[config.mk]
export PLATFORM = sky130hd
export DESIGN_NAME = x_debounce
export DESIGN_NICKNAME = d
export VERILOG_FILES = /design/src/rtl/x_debounce_pkg.sv /design/src/rtl/x_debounce_sync_chain.sv /design/src/rtl/x_debounce.sv
export SDC_FILE = /design/constraint.sdc
export NUM_CORES = 1
export LEC_CHECK = 0
export ABC_AREA = 1
export BUFFER_PORTS_ARGS = -buffer_cell sky130_fd_sc_hd__buf_2
export CORE_AREA = 2 2 39 41
export DETAILED_ROUTE_END_ITERATION = 10
export DIE_AREA = 0 0 41 43
export PLACE_DENSITY_LB_ADDON = 0.15
export SYNTH_ARGS = -nofsm -noshare
export SYNTH_HDL_FRONTEND = slang
export SYNTH_SLANG_ARGS = --single-unit
export TNS_END_PERCENT = 20
[constraint.sdc]
create_clock -name clk -period 1.2 [get_ports clk]
set_input_delay 0.24 -clock clk [delete_from_list [all_inputs] [get_ports clk]]
set_output_delay 0.24 -clock clk [all_outputs]
set_load 0.02 [all_outputs]
[src/rtl/x_debounce_pkg.sv]
// Shared types and constants for the X input conditioner.
package x_debounce_pkg;

    // Debounce FSM states: two settled levels and two arming phases
    typedef enum logic [1:0] {
        IDLE_LO = 2'd0,
        ARM_HI  = 2'd1,
        IDLE_HI = 2'd2,
        ARM_LO  = 2'd3
    } xdb_state_e;

    localparam int                  GLITCH_W   = 8;
    localparam logic [GLITCH_W-1:0] GLITCH_MAX = 8'd255;

endpackage

[src/rtl/x_debounce_sync_chain.sv]
// Multi-flop synchroniser for an asynchronous single-bit input.
// Reusable for any pin input; clears to 0 on asynchronous active-low reset.
module sync_chain #(
    parameter int STAGES = 2
) (
    input  logic clk,
    input  logic rst_n,
    input  logic d_i,
    output logic q_o
);

    logic [STAGES-1:0] chain_q;

    // Shift the raw input through the flop chain; bit 0 is the capture flop
    always_ff @(posedge clk or negedge rst_n) begin
        if (!rst_n) begin
            chain_q <= '0;
        end else begin
            chain_q <= {chain_q[STAGES-2:0], d_i};
        end
    end

    assign q_o = chain_q[STAGES-1];

endmodule

[src/rtl/x_debounce.sv]
// Debounced, synchronised X level with one-cycle rise/fall strobes.
// Optional feature macro: XDB_GLITCH_CNT_EN adds the 8-bit saturating
// glitch_cnt output counting rejected pulses.
module x_debounce
    import x_debounce_pkg::*;
#(
    parameter int SYNC_STAGES     = 2,
    parameter int DEBOUNCE_CYCLES = 4
) (
    input  logic                clk,
    input  logic                reset_n,
    input  logic                raw_in,
    output logic                X,
    output logic                X_rise,
    output logic                X_fall
`ifdef XDB_GLITCH_CNT_EN
    ,
    output logic [GLITCH_W-1:0] glitch_cnt
`endif
);

    // Derived counter width; not meant to be overridden
    localparam int               CNT_W    = $clog2(DEBOUNCE_CYCLES + 1);
    localparam logic [CNT_W-1:0] CNT_ONE  = CNT_W'(1);
    localparam logic [CNT_W-1:0] CNT_LAST = CNT_W'(DEBOUNCE_CYCLES - 1);

    logic       s;
    xdb_state_e state_q, state_d;
    logic [CNT_W-1:0] cnt_q, cnt_d;
    logic       x_q, x_d;
    logic       rise_q, rise_d;
    logic       fall_q, fall_d;

    sync_chain #(
        .STAGES (SYNC_STAGES)
    ) u_sync (
        .clk   (clk),
        .rst_n (reset_n),
        .d_i   (raw_in),
        .q_o   (s)
    );

    // Next-state logic: count consecutive samples differing from the settled level
    always_comb begin
        state_d = state_q;
        cnt_d   = cnt_q;
        unique case (state_q)
            IDLE_LO: begin
                if (s) begin
                    if (DEBOUNCE_CYCLES == 1) begin
                        state_d = IDLE_HI;
                        cnt_d   = '0;
                    end else begin
                        state_d = ARM_HI;
                        cnt_d   = CNT_ONE;
                    end
                end
            end
            ARM_HI: begin
                if (s) begin
                    if (cnt_q == CNT_LAST) begin
                        state_d = IDLE_HI;
                        cnt_d   = '0;
                    end else begin
                        cnt_d = cnt_q + CNT_ONE;
                    end
                end else begin
                    state_d = IDLE_LO;
                    cnt_d   = '0;
                end
            end
            IDLE_HI: begin
                if (!s) begin
                    if (DEBOUNCE_CYCLES == 1) begin
                        state_d = IDLE_LO;
                        cnt_d   = '0;
                    end else begin
                        state_d = ARM_LO;
                        cnt_d   = CNT_ONE;
                    end
                end
            end
            ARM_LO: begin
                if (!s) begin
                    if (cnt_q == CNT_LAST) begin
                        state_d = IDLE_LO;
                        cnt_d   = '0;
                    end else begin
                        cnt_d = cnt_q + CNT_ONE;
                    end
                end else begin
                    state_d = IDLE_HI;
                    cnt_d   = '0;
                end
            end
            default: begin
                state_d = IDLE_LO;
                cnt_d   = '0;
            end
        endcase
    end

    // The level and strobes are derived from the next state so they register together
    always_comb begin
        x_d    = (state_d == IDLE_HI) || (state_d == ARM_LO);
        rise_d = x_d & ~x_q;
        fall_d = ~x_d & x_q;
    end

    // State, counter, level and strobe registers
    always_ff @(posedge clk or negedge reset_n) begin
        if (!reset_n) begin
            state_q <= IDLE_LO;
            cnt_q   <= '0;
            x_q     <= 1'b0;
            rise_q  <= 1'b0;
            fall_q  <= 1'b0;
        end else begin
            state_q <= state_d;
            cnt_q   <= cnt_d;
            x_q     <= x_d;
            rise_q  <= rise_d;
            fall_q  <= fall_d;
        end
    end

    assign X      = x_q;
    assign X_rise = rise_q;
    assign X_fall = fall_q;

`ifdef XDB_GLITCH_CNT_EN
    logic                glitch_ev;
    logic [GLITCH_W-1:0] glitch_q;

    function automatic logic [GLITCH_W-1:0] sat_inc(input logic [GLITCH_W-1:0] v);
        return (v == GLITCH_MAX) ? v : v + 1'b1;
    endfunction

    // A glitch is an arming phase abandoned before the flip
    assign glitch_ev = ((state_q == ARM_HI) && !s) || ((state_q == ARM_LO) && s);

    // Saturating count of rejected pulses
    always_ff @(posedge clk or negedge reset_n) begin
        if (!reset_n) begin
            glitch_q <= '0;
        end else if (glitch_ev) begin
            glitch_q <= sat_inc(glitch_q);
        end
    end

    assign glitch_cnt = glitch_q;
`endif

endmodule

* After elaboration in Yosys (flattened, before gate mapping) *
Index checks and enable logic that the tools add are counted.

operators by class
  bitwise logic cells = 4
  add/subtract/negate cells = 1
  reduce and logical (&&, ||, !) cells = 3
  equality and inequality tests = 8
  muxes and demuxes = 13

operator list
  cell                   count
  $mux W3                5
  $mux W2                6
  $pmux W3 S4            1
  $eq A2 B2 Y1 const B   4
  $pmux W2 S4            1
  $add A3 B1 Y3 const B  1
  $eq A3 B2 Y1 const B   1
  $and A1 B1 Y1          2
  $eq A2 B1 Y1 const B   1
  $logic_not A2 Y1       1
  $ne A2 B1 Y1 const B   1
  $ne A2 B2 Y1 const B   1
  $not A1 Y1             2
  $reduce_and A2 Y1      1
  $logic_or A1 B1 Y1     1

word-level totals
  input bits = 3
  bits in registers = 10
  logic and storage cells = 35

* Logic depth before layout (Yosys ltp) *
  word-level depth = 8
  gate-level depth with buffers = 6

* By module *
Synthesis repeated with hierarchy kept, for this count alone.

unflattened totals
  cell total of the unflattened synthesis = 43
  area total of the unflattened synthesis = 392.9 um^2

by module, submodules not included
  module      seq. area each (um^2)  area an instance (um^2)  instances  cells an instance
  x_debounce  175.2                  342.8                    1          41
  sync_chain  50.0                   50.0                     1          2

* Least setup slack after synthesis *
No wires, ideal clock.

  path type = register to register
  start point = register cnt_q[0]
  end point = register state_q[1]
  buffers on the path = 0
  setup slack = 193 ps
  arrival time = 890 ps
  period minus slack after synthesis = 1,007 ps
  cell stages (with the launch flop) = 6
  library setup time = 117 ps
  path through = dfrtp_1 > ha_1 > nand3_1 > nand2_1 > o21ai_1 > inv_1

on the way
  cells in the longest elaborated chain, start to end = 4
  elaborated cells on any way between the ends = 6
  classes of those cells = 1 x eq/ne; 5 x mux

ends and longest elaborated chain
  element                            line                                source
  start, declared                    x_debounce.sv:29                    logic [CNT_W-1:0] cnt_q, cnt_d;
  start signal, assigned             x_debounce.sv:120                   cnt_q <= cnt_d;
  $eq A3 B2 Y1 *                     x_debounce.sv:61, x_debounce.sv:85
  $mux W2, on equally long branches  x_debounce.sv:85, x_debounce.sv:61
  $mux W2, on equally long branches  x_debounce.sv:84, x_debounce.sv:60
  $pmux W2 S4 *                      x_debounce.sv:47                    unique case (state_q)
  via state_d[1]                     x_debounce.sv:28                    xdb_state_e state_q, state_d;
  end signal, assigned               x_debounce.sv:119                   state_q <= state_d;
  end, declared                      x_debounce.sv:28

The timed path passes the listed nets; every way through them passes the cells marked *.
A chain may end at the register's enable or synchronous reset.

==> summary.txt <==
Status
  • Result of the run: finished clean

Clocking
  • H-tree depth: 1
  • Number of clock sinks seen by CTS: 9
  • Maximum clock insertion buffer count: 2
  • Clock-pin slew reported for the worst setup and hold paths after clock tree synthesis: 50 ps
  • CTS buffer count: 3
  • # Post-CTS Setup Buffers: 0
  • Root cell of the clock tree: clkbuf_4
  • Clock tree from TritonCTS: built
  • Clock network latency to the later pin of the worst-skew pair: 250 ps

Floorplanning
  • Die Outline Area: 1760 um2
  • Starting density of the core: 27.5%
  • Core Rows: 14
  • Die height: 43 um
  • Number of ports placed on the die boundary: 6
  • Chip Width: 41 um
  • Standard cell core area: 1380 um2

STA
  • Worst Skew: 0.832 ps
  • Slew at the pin closest to its max-slew limit: 206 ps
  • Peak Freq: 0.892 GHz
  • Minimum clock period: 1120 ps
  • Worst relative slew slack: 86.3%
  • Final setup TNS: 0 ps
  • Setup-violating endpoint count in the final report: 0
  • Count of pins over their slew limit: 0
  • Setup repair after global routing missed its margin: false
  • Number of failing hold endpoints at the final stage: 0
  • Final-layout worst hold slack: 91.9 ps
  • Period utilisation layout: 93.4%

Global route
  • Busiest grt layer: met1
  • Via count of the first global-routing pass: 274
  • Met3 usage: 3.14%
  • Initial antenna violation count: 0
  • Largest net degree at the start of global routing: 10
  • Global routing met2 resource utilization: 11.9%
  • GR Util met1: 12.1%
  • First-pass GRT wire length: 1070 um
  • Gr usage total: 9.66%
  • Final global-route overflow total: 0

Setup path
  • Critical-path maximum fanout: 6
  • Critical path class: reg -> out
  • Data arrival, critical path: 880 ps
  • Standard cell with the maximum stage delay on the critical path: dfrtp_1
  • Data required time of the worst path: 960 ps
  • Top Family by Delay on Critical Path: flip-flops
  • Launching element type of the critical path: flip-flop
  • Crit-path max cell delay: 430 ps
  • Critical path endpoint category: output port
  • Reg2Reg Setup Slack: 140 ps
  • Combined buffer and inverter count along the critical path: 1
  • List of cells traversed by the critical path: buf_2

Routing
  • Average vias per placed instance: 4.35
  • DRT Pass-1 Iters: 4
  • Number of nets with antenna violations after detailed routing: 0
  • Detailed-route wire length: 626 um
  • Remaining routing DRC violations: 0
  • Vias post-DR: 300
  • Wire per inst: 9.07 um
  • Count of routing violations after the opening detailed-route iteration: 7

Synthesis
  • Most common cell in the netlist: nand2_1
  • Commonest cells in the synthesized netlist: 11 x nand2_1, 9 x dfrtp_1, 6 x nand3_1
  • Post-synth top area cell: dfrtp_1
  • Count of distinct cell types in the synthesized netlist: 11
  • Dominant synthesized flop cell: dfrtp_1
  • Post-synth EDFFs: 0
  • Fraction of registers with async set/reset: 100%
  • Synth Register Bits: 9
  • Synthesized area: 380 um2
  • Cells after synthesis: 43
  • Share of the synthesized area in the top cell type: 59.2%
  • Average cell area after synthesis: 8.85 um2
  • Post-synth net total: 47
  • Number of synthesis warnings: 0
  • Register area share after synthesis: 59.2%
  • Leading post-synthesis cells by cell area: dfrtp_1 59%, nand2_1 11%, nand3_1 7.9%

Placement
  • Final GP Congestion: 0.687
  • Quantity of I/O buffers inserted on ports: 5
  • Post-detail-place hpwl: 463 um

Layout
  • Fraction of layout instances using a drive strength above 1: 22.6%
  • Layout overhead on the synthesized area: 22.7%
  • Ant diodes: 0
  • Net count, final: 58

Pwr
  • Power dissipated by switching net loads: 370 uW
  • VDD IR-drop max: 638 uV
  • Pint: 633 uW
  • Relative contribution of combinational cells to total power: 32.2%
  • Sequential fraction of design power: 46.0%
  • Sw Share: 36.9%
  • Clock group share of total power: 21.7%
  • Power density over the cells: 2150 nW/um2
  • Leakage dissipation: 0.000254 uW

Run
  • Max-capacitance violation count: 0

Min path
  • Worst hold path type: in -> reg
state kept, by name, summed over array words and instances, names as in the netlist:
signal and count:
u_sync.chain_q 2, X_fall 1, state_q 2, X_rise 1
cnt_q 3
metrics by stage:
step / util, % / setup slack, ps / cells / area, um2 / power, uW
global placement: 30.7 / 141 / 64 / 425 / 781
CTS: 33.4 / 52.8 / 69 / 462 / 1010
finish: 33.7 / 79.2 / 69 / 467 / 1000
floorplan: - / 193 / 43 / 380 / 693
detailed placement: 30.7 / 119 / 64 / 425 / 778
global route: 33.7 / 13.1 / 69 / 467 / 1110
metal layers:
layer,share of wire (%),vias to the layer above
met5,0,-
met2,46,7
met4,1.6,0
li1,-,155
met1,46,136
met3,5.9,2
worst paths after layout:
check	from	endpoint	depth (start not counted)
worst max-delay path	state_q[1]	X	1
worst min-delay path	raw_in	u_sync.chain_q[0]	1
worst max register to register	cnt_q[0]	state_q[1]	5
worst min register to register	u_sync.chain_q[0]	u_sync.chain_q[1]	0
max in group asynchronous	reset_n	cnt_q[0]	2
min in group asynchronous	reset_n	state_q[1]	2
cells in the final DEF, fill, tap and decap left out:
cell	n
buf_2	5
o21ai_1	2
nand3_2	1
clkbuf_1	1
dlygate4sd3_1	1
nand2_2	1
inv_2	2
nor2_1	4
nand3b_1	1
nand2_1	11
clkbuf_4	3
inv_1	5
dfrtp_1	9
ha_1	1
a31oi_1	1
nand3_1	5
kinds of logic after synthesis:
logic type / synth area share, %
buffers and inverters: 6.91
AND/OR/NAND/NOR: 26.3
adder cells (fa/ha/maj): 3.29
AO/OA/AOI/OAI: 4.28
flip-flops: 59.2
what timing repair did:
item	in CTS	in global routing
hold endpoints to repair	9	0
hold buffers	1	0
gates resized for setup	0	1
endpoints found under the setup margin	0	1
power by group through the flow:
stage               combinational [uW]  clock [uW]  sequential (uW)
finish                             323         218              462
global route                       370         262              474
CTS                                318         237              459
detailed placement                 313           0              464
global placement                   314           0              467
floorplan                          219           0              474
final cells by class:
type / count / area (um2)
inverters: 7 / 26.3
multi-input cells: 27 / 134
fillers: 149 / 917
well taps: 16 / 20.0
flip-flops and latches: 9 / 225
repair buffers: 6 / 35.0
clock buffers: 4 / 26.3
Note: power is estimated with default switching activity, not from simulation.
